<file path="config.mk">
export PLATFORM = sky130hd
export DESIGN_NAME = fp_exp_align_seq
export DESIGN_NICKNAME = d
export VERILOG_FILES = /design/src/rtl/fp_exp_align_seq.sv
export SDC_FILE = /design/constraint.sdc
export NUM_CORES = 1
export LEC_CHECK = 0
export ABC_AREA = 1
export CAP_MARGIN = 20
export CORE_UTILIZATION = 49
export DETAILED_ROUTE_END_ITERATION = 7
export HOLD_SLACK_MARGIN = 0.15
export PLACE_DENSITY = 0.84
export SETUP_SLACK_MARGIN = 0.02
export SYNTH_ARGS = -nofsm -noshare
export SYNTH_HDL_FRONTEND = slang
export SYNTH_HIERARCHICAL = 1
export SYNTH_SLANG_ARGS = --single-unit
</file>
<file path="constraint.sdc">
create_clock -name clk -period 3.4 [get_ports clk]
set_input_delay 0.51 -clock clk [delete_from_list [all_inputs] [get_ports clk]]
set_output_delay 0.51 -clock clk [all_outputs]
set_load 0.01 [all_outputs]
</file>
<file path="src/rtl/fp_exp_align_seq.sv">
// Multi-cycle exponent aligner for the FP add/sub path: shifts the
// smaller-exponent significand right one bit per cycle until exponents match.
// Ports: clk, rst (async high); in_valid/out_ready operand handshake;
//   in_exp_a/in_sig_a/in_exp_b/in_sig_b operands; out_valid/in_ready result
//   handshake; out_exp, out_sig_a, out_sig_b, out_sticky, out_code,
//   out_shift_cnt aligned result.

module comparator #(
  parameter int SIZE = 8
) (
  input  logic [SIZE-1:0] i_a,
  input  logic [SIZE-1:0] i_b,
  output logic [1:0]      o_code
);
  // 00 equal, 01 a<b, 10 a>b
  always_comb begin
    o_code = 2'b00;
    if (i_a < i_b)
      o_code = 2'b01;
    else if (i_a > i_b)
      o_code = 2'b10;
  end
endmodule

module fp_exp_align_seq #(
  parameter int EXP_SIZE  = 8,
  parameter int MANT_SIZE = 23
) (
  input  logic                  clk,
  input  logic                  rst,
  input  logic                  in_valid,
  output logic                  out_ready,
  input  logic [EXP_SIZE-1:0]   in_exp_a,
  input  logic [MANT_SIZE:0]    in_sig_a,
  input  logic [EXP_SIZE-1:0]   in_exp_b,
  input  logic [MANT_SIZE:0]    in_sig_b,
  output logic                  out_valid,
  input  logic                  in_ready,
  output logic [EXP_SIZE-1:0]   out_exp,
  output logic [MANT_SIZE:0]    out_sig_a,
  output logic [MANT_SIZE:0]    out_sig_b,
  output logic                  out_sticky,
  output logic [1:0]            out_code,
  output logic [EXP_SIZE-1:0]   out_shift_cnt
);

  localparam int SIG = MANT_SIZE + 1;

  typedef enum logic [1:0] {
    S_IDLE,
    S_ALIGN,
    S_DONE
  } state_t;

  state_t r_state;
  state_t w_next;

  logic [EXP_SIZE-1:0] r_exp_a;
  logic [EXP_SIZE-1:0] r_exp_b;
  logic [SIG-1:0]      r_sig_a;
  logic [SIG-1:0]      r_sig_b;
  logic                r_sticky;
  logic [1:0]          r_code;
  logic [EXP_SIZE-1:0] r_cnt;

  logic [EXP_SIZE-1:0] w_cmp_a;
  logic [EXP_SIZE-1:0] w_cmp_b;
  logic [1:0]          w_code;

  // One comparator serves both acceptance (raw inputs) and the align loop.
  assign w_cmp_a = (r_state == S_IDLE) ? in_exp_a : r_exp_a;
  assign w_cmp_b = (r_state == S_IDLE) ? in_exp_b : r_exp_b;

  comparator #(
    .SIZE (EXP_SIZE)
  ) u_cmp (
    .i_a    (w_cmp_a),
    .i_b    (w_cmp_b),
    .o_code (w_code)
  );

  always_ff @(posedge clk or posedge rst) begin
    if (rst)
      r_state <= S_IDLE;
    else
      r_state <= w_next;
  end

  // The early exit only forces the exponents equal; the following cycle
  // sees equality and terminates, so there is a single exit path.
  always_comb begin
    w_next = r_state;
    unique case (r_state)
      S_IDLE:  if (in_valid) w_next = S_ALIGN;
      S_ALIGN: if (w_code == 2'b00) w_next = S_DONE;
      S_DONE:  if (in_ready) w_next = S_IDLE;
      default: w_next = S_IDLE;
    endcase
  end

  always_ff @(posedge clk or posedge rst) begin
    if (rst) begin
      r_exp_a  <= '0;
      r_exp_b  <= '0;
      r_sig_a  <= '0;
      r_sig_b  <= '0;
      r_sticky <= 1'b0;
      r_code   <= 2'b00;
      r_cnt    <= '0;
    end else begin
      unique case (r_state)
        S_IDLE: begin
          if (in_valid) begin
            r_exp_a  <= in_exp_a;
            r_exp_b  <= in_exp_b;
            r_sig_a  <= in_sig_a;
            r_sig_b  <= in_sig_b;
            r_code   <= w_code;
            r_sticky <= 1'b0;
            r_cnt    <= '0;
          end
        end
        S_ALIGN: begin
          unique case (w_code)
            2'b01: begin
              if (r_sig_a == '0) begin
                r_exp_a <= r_exp_b;
              end else begin
                r_sig_a  <= {1'b0, r_sig_a[SIG-1:1]};
                r_sticky <= r_sticky | r_sig_a[0];
                r_exp_a  <= r_exp_a + EXP_SIZE'(1);
                r_cnt    <= r_cnt + EXP_SIZE'(1);
              end
            end
            2'b10: begin
              if (r_sig_b == '0) begin
                r_exp_b <= r_exp_a;
              end else begin
                r_sig_b  <= {1'b0, r_sig_b[SIG-1:1]};
                r_sticky <= r_sticky | r_sig_b[0];
                r_exp_b  <= r_exp_b + EXP_SIZE'(1);
                r_cnt    <= r_cnt + EXP_SIZE'(1);
              end
            end
            default: ;
          endcase
        end
        default: ;
      endcase
    end
  end

  assign out_ready     = (r_state == S_IDLE);
  assign out_valid     = (r_state == S_DONE);
  assign out_exp       = r_exp_a;
  assign out_sig_a     = r_sig_a;
  assign out_sig_b     = r_sig_b;
  assign out_sticky    = r_sticky;
  assign out_code      = r_code;
  assign out_shift_cnt = r_cnt;

endmodule

</file>
==> results of run 1 <==
[critical path, stage by stage, from the launching register on]
cell and delay, ns:
dfrtp_1 0.43, nor2_1 0.14, buf_6 0.24, mux2_2 0.37, inv_1 0.06, ha_1 0.13
nand2_1 0.08, inv_1 0.07, nand2_1 0.06, nand2_1 0.05, nand2_1 0.06, a21oi_1 0.20
inv_1 0.11, nand2_1 0.08, nand2_1 0.06, nand2_2 0.13, buf_4 0.20, nand2_2 0.16
nand2_2 0.19, nand2_1 0.08, nand2_1 0.06
[final cells by class]
type | instances | area (sq um) | area share [%]
Multi-Input combinational cell | 493 | 2590 | 39.0
Sequential cell | 77 | 1930 | 29.0
Timing Repair Buffer | 146 | 1470 | 22.0
Inverter | 74 | 279 | 4.19
Tap cell | 133 | 166 | 2.50
Clock buffer | 9 | 124 | 1.86
Clock inverter | 7 | 98.8 | 1.49
[kinds of logic (layout without fill, tap and decap cells)]
| kind of cell | after synthesis | count (layout) | synth area share (%) |
|---|---|---|---|
| AOI/OAI and AO/OA | 115 | 115 | 13.0 |
| xor gates and xnor gates | 9 | 9 | 1.59 |
| adders and majority gates | 11 | 11 | 2.78 |
| buffers and inverters | 99 | 236 | 8.86 |
| DFF | 77 | 77 | 38.9 |
| muxes | 26 | 26 | 5.33 |
| and+or+nand+nor | 332 | 332 | 29.6 |
[cells in the final DEF, fill, tap and decap left out, types with 11 or more instances in the layout]
master / count
a21oi_1: 23
nand3_1: 40
dfrtp_1: 77
o21ai_1: 15
inv_1: 72
o21ai_0: 58
o21ai_2: 16
nand2_2: 13
nor2_1: 55
clkdlybuf4s50_1: 136
nand4_1: 11
ha_1: 11
mux2i_1: 23
nand2_1: 194
[registers in the layout (all words and copies together) (netlist names)]
name and flops:
out_shift_cnt 8, out_code 2, out_exp 8, r_state 2
r_exp_b 8, out_sig_b 24, out_sig_a 24, out_sticky 1
[power groups by stage]
stage	Combinational (W)	Clock [W]	Sequential, W
3_3_place_gp	0.00433	0	0.00180
6_report	0.00453	0.000778	0.00180
5_1_grt	0.00510	0.000828	0.00186
3_5_place_dp	0.00451	0	0.00181
4_1_cts	0.00453	0.000798	0.00180
2_1_floorplan	0.00297	0	0.00187
[stage by stage]
| step | hold slack (ns) | std cells |
|---|---|---|
| floorplan | 0.518 | 669 |
| global placement | 0.485 | 923 |
| detailed placement | 0.490 | 923 |
| CTS | 0.515 | 939 |
| global route | 0.539 | 939 |
| finish | 0.519 | 939 |
[metal layers]
metal	global-route usage, %	wire length [um]	vias up
li1	-	-	2412
met1	32.9	5440	2294
met2	43.8	6510	182
met3	6.10	866	30
met4	10.3	302	0
met5	0	0	-
[how the worst min path moves through the flow]
stage | from | to | cells after the start
after floorplan | r_exp_b[7]$_DFFE_PP0P_ | r_exp_b[7]$_DFFE_PP0P_ | 2
after global placement | out_code[0]$_DFFE_PP0P_ | out_code[0]$_DFFE_PP0P_ | 2
after detailed placement | out_code[1]$_DFFE_PP0P_ | out_code[1]$_DFFE_PP0P_ | 2
after CTS | out_code[1]$_DFFE_PP0P_ | out_code[1]$_DFFE_PP0P_ | 2
after global routing | out_code[1]$_DFFE_PP0P_ | out_code[1]$_DFFE_PP0P_ | 2
final | out_code[0]$_DFFE_PP0P_ | out_code[0]$_DFFE_PP0P_ | 2
[what timing repair did]
item / 4_1_cts / 5_1_grt
hold buffers: 0 / 0
setup endpoints to repair: 0 / 3
buffers inserted: 0 / 0
gates resized for setup: 0 / 1
==> impl_metrics.csv, run 1 <==
group,metric,value,unit
place,io_buffers,136,
timing,hold_viol,0,
setup_path,start_kind,"flop",
timing,maxSlewViolCount,0,
finish,fin_area,0.00665,sq mm
timing,worst_slew_pin_slew,0.801,ns
global_routing,track_usage,26.2,%
synth,syn_area_per_cell,7.41,sq um
global_routing,grt_max_degree,48,
run_status,status,"finished clean",
pwr,pwr-share-clk,10.9,%
timing,finalSetupViolations,0,
timing,rsz0062_at_grt,"false",
timing,period_share,89.9,%
finish,nets,880,
floorplanning,rows,36,
pwr,internal_power,0.00368,W
clock_tree,cts_tree,"yes",
synth,synthArstFlopShare,100,%
setup_path,critPathArrivalTime,3.35,ns
finish,antenna_cells,0,
synth,syn_inst,669,
setup_path,critical_path_required,3.69,ns
finish,fill_cells,801,
detailed_routing,ant_nets,0,
pwr,power_density,1070,mW/mm^2
setup_path,crit_type,"flop to flop",
clock_tree,cts.sinks,77,
place,gp_congestion,0.983,
floorplanning,core_area,0.00977,sq mm
pwr,ir_drop,0.000495,V
synth,ys_top_cells_by_area,"dfrtp_1 39%, nand2_1 15%, o21ai_0 5.9%",
detailed_routing,wl_per_cell,14.0,um
clock_tree,clk_latency,0.35,ns
synth,yosys.area.top_type,"dfrtp_1",
synth,syn-cell-area,0.00496,sq mm
detailed_routing,drtPass1Iterations,5,
timing,setup_tns,0,ns
floorplanning,pin_count,137,
timing,finClkSkew,0.00920,ns
floorplanning,die_w,103,um
flow_run,maxCapViolCount,0,
timing,slew_headroom,46.6,%
synth,synth_edf_count,0,
place,dp_hpwl,9950,um
clock_tree,cts_root_buf,"clkbuf_8",
global_routing,overflow,0,
timing,timing.fmax,327,MHz
place,placed_area,0.00642,sq mm
detailed_routing,num_vias,4918,
clock_tree,clk_pin_slew_worst_paths,0.09,ns
detailed_routing,post_drt_via_cell_ratio,5.24,
pwr,share_seq_of_total_power,25.3,%
clock_tree,cts_buffers,9,
setup_path,reg2reg_from,"r_state[1]$_DFFE_PP0P_",
global_routing,grt_pass1_vias,4725,
setup_path,endpoint,"out_shift_cnt[4]$_DFFE_PP0P_",
global_routing,grt_first_pass_wirelength,21600,um
synth,ys_warn_count,6,
pwr,swShare,48.3,%
place,dpl_worst_slack,0.268,ns
synth,yosysSeqAreaShare,38.9,%
synth,ys_seq_elements,77,
floorplanning,die-area,0.0105,sq mm
timing,fin_crit,3.06,ns
finish,final_core_util,68.0,%
floorplanning,initial_core_util,50.7,%
synth,synth_top_area_share,38.9,%
setup_path,startpoint,"r_state[1]$_DFFE_PP0P_",
setup_path,r2r_end,"out_shift_cnt[4]$_DFFE_PP0P_",
synth,yosys.cell_types.count,33,
detailed_routing,drt_iter0_drc,200,
hold_path,min_path_type,"flop to flop",
detailed_routing,routed_wl,13100,um
synth,ys_top_cells_by_count,"194 x nand2_1, 77 x dfrtp_1, 73 x inv_1",
setup_path,r2r_slack,0.34,ns
synth,ys.flop_type,"dfrtp_1",
pwr,p_comb_share,63.8,%
detailed_routing,drc,0,
finish,layout-drive-gt1-share,9.06,%
pwr,power,0.00711,W
global_routing,antenna_found_initial,0,
synth,synth_fp_nets,748,
pwr,netSwitchingPower,0.00343,W
synth,yosysMostFrequentCell,"nand2_1",
clock_tree,htreeDepth,3,
pwr,p_leak,3.15,nW
floorplanning,dieHeight,103,um
setup_path,reg2reg_depth,20,
setup_path,path_max_fanout,31,
clock_tree,cts_buffer_depth,2,
setup_path,worstSetupEndpointType,"flop",
finish,area_growth,34.2,%
timing,worst_slack,0.342,ns
(Power assumes the default switching activity.)
==> inputs of run 2 (changes only) <==
--- a/config.mk
+++ b/config.mk
@@ -10,7 +10,7 @@
 export CORE_UTILIZATION = 49
 export DETAILED_ROUTE_END_ITERATION = 7
 export HOLD_SLACK_MARGIN = 0.15
-export PLACE_DENSITY = 0.84
+export PLACE_DENSITY = 0.83
 export SETUP_SLACK_MARGIN = 0.02
 export SYNTH_ARGS = -nofsm -noshare
 export SYNTH_HDL_FRONTEND = slang
==> impl_metrics.csv, run 2 (same netlist as run 1, synthesis figures left out) <==
group,metric,value,unit
pwr,pwr-share-clk,11.6,%
global_routing,grt_first_pass_wirelength,21000,um
setup_path,reg2reg_depth,20,
global_routing,grt_max_degree,50,
floorplanning,dieHeight,103,um
pwr,share_seq_of_total_power,25.3,%
floorplanning,core_area,0.00977,sq mm
floorplanning,pin_count,137,
timing,timing.fmax,329,MHz
setup_path,start_kind,"flop",
clock_tree,hold_buffers,0,
finish,multi_input_area,0.00259,sq mm
finish,fill_cells,837,
place,dpl.cell_count,922,
floorplanning,die-area,0.0105,sq mm
global_routing,grt_pass1_vias,4515,
timing,finalSetupViolations,0,
pwr,swShare,47.5,%
hold_path,min_path_type,"primary input to async pin",
global_routing,antenna_found_initial,0,
detailed_routing,drt_iter0_drc,233,
pwr,internal_power,0.00376,W
clock_tree,ctsResizeCount,0,
clock_tree,htreeDepth,3,
pwr,p_comb_share,63.1,%
timing,setup_tns,0,ns
timing,maxSlewViolCount,0,
detailed_routing,drc,0,
pwr,power_density,1080,mW/mm^2
timing,slew_headroom,53.7,%
finish,layout-drive-gt1-share,8.70,%
floorplanning,initial_core_util,50.7,%
detailed_routing,drtPass1Iterations,5,
finish,final-seq-area,0.00193,sq mm
detailed_routing,wl_per_cell,14.2,um
flow_run,maxCapViolCount,0,
setup_path,worstSetupEndpointType,"flop",
finish,antenna_cells,0,
finish,final_cell_mix,"194 x nand2_1, 136 x clkdlybuf4s50_1, 77 x dfrtp_1",
global_routing,track_usage,25.9,%
setup_path,crit_type,"flop to flop",
timing,hold_viol,0,
finish,area_growth,34.6,%
detailed_routing,post_drt_via_cell_ratio,5.24,
clock_tree,cts_buffers,9,
detailed_routing,routed_wl,13300,um
clock_tree,post_cts_buffers,0,
timing,rsz0062_at_grt,"false",
setup_path,path_max_fanout,31,
clock_tree,clk_latency,0.35,ns
place,dp_hpwl,10000,um
pwr,p_leak,3.16,nW
finish,final_common_cell,"nand2_1",
finish,final_cells,938,
detailed_routing,ant_nets,0,
clock_tree,cts_buffer_depth,2,
global_routing,overflow,0,
pwr,netSwitchingPower,0.00341,W
clock_tree,cts.sinks,77,
detailed_routing,num_vias,4915,
timing,finClkSkew,0.00877,ns
timing,period_share,89.4,%
pwr,ir_drop,0.000616,V
setup_path,critical_path_required,3.69,ns
clock_tree,cts_tree,"yes",
floorplanning,rows,36,
timing,worst_slew_pin_slew,0.695,ns
clock_tree,cts_root_buf,"clkbuf_8",
place,io_buffers,136,
place,gp_congestion,0.977,
run_status,status,"finished clean",
setup_path,critPathArrivalTime,3.33,ns
finish,nets,879,
clock_tree,clk_pin_slew_worst_paths,0.08,ns
timing,fin_crit,3.04,ns
floorplanning,die_w,103,um
[run 2: cell count changes in the layout (fill, tap and decap cells not counted), sizes merged]
| cell | before | now |
|---|---|---|
| bufinv | 2 | 3 |
| clkbuf | 9 | 12 |
| clkinv | 4 | 2 |
| buf | 10 | 9 |
| clkinvlp | 1 | 0 |
| inv | 74 | 73 |
[run 2: path summary, 6_finish.rpt]
path                                         start                           end  slack [ns]
max                         r_state[1]$_DFFE_PP0P_  out_shift_cnt[2]$_DFFE_PP0P_        0.36
min                                            rst      out_sig_a[8]$_DFFE_PP0P_        0.50
max reg2reg                 r_state[1]$_DFFE_PP0P_  out_shift_cnt[2]$_DFFE_PP0P_        0.36
min reg2reg                out_code[0]$_DFFE_PP0P_       out_code[0]$_DFFE_PP0P_        0.50
max in group asynchronous                      rst      out_sig_a[0]$_DFFE_PP0P_        2.19
min in group clk           out_code[0]$_DFFE_PP0P_       out_code[0]$_DFFE_PP0P_        0.50
[run 2: power groups by stage]
stage                     clock [W]  sequential [W]  combinational (W)
after floorplan                   0         0.00187            0.00297
after global placement            0         0.00181            0.00436
after detailed placement          0         0.00182            0.00450
after CTS                  0.000850         0.00181            0.00453
after global routing       0.000885         0.00187            0.00504
final                      0.000836         0.00181            0.00453
[run 2: worst max-delay path, cell delays in order, from the launching register on]
cell and delay [ns]:
dfrtp_1 0.43, nor2_1 0.19, buf_12 0.20, mux2_2 0.34, inv_1 0.06, ha_1 0.14
nand2_1 0.07, inv_1 0.06, nand2_1 0.05, nand2_1 0.06, nand2_1 0.06, a21oi_1 0.22
inv_1 0.11, nand2_1 0.09, nand2_1 0.06, nand2_2 0.13, buf_4 0.20, nand2_2 0.16
nand2_2 0.19, nand2_1 0.07, nand2_1 0.07
[run 2: cell type report]
type | instances | share of cell area (%)
Multi-Input combinational cell | 493 | 38.8
Sequential cell | 77 | 28.9
Timing Repair Buffer | 145 | 22.0
Inverter | 74 | 4.18
Tap cell | 133 | 2.49
Clock buffer | 12 | 2.18
Clock inverter | 4 | 1.43
[run 2: metrics by stage]
stage	utilization, %	hold slack (ns)	worst slack [ns]	instance area (sq um)	power [W]
2_1_floorplan	-	0.518	0.592	4960	0.00484
3_3_place_gp	65.8	0.488	0.417	6430	0.00617
3_5_place_dp	65.8	0.478	0.220	6430	0.00632
4_1_cts	68.2	0.509	0.409	6670	0.00719
5_1_grt	68.2	0.541	0.110	6670	0.00780
6_report	68.2	0.501	0.359	6670	0.00718
[run 2: metal layers]
metal  vias up  share of wire (%)  track usage [%]
met5         -                  0                0
met4         0                3.0             12.1
met3        35                6.0             4.75
met2       189                 49             43.4
met1      2277                 42             32.4
li1       2414                  -                -
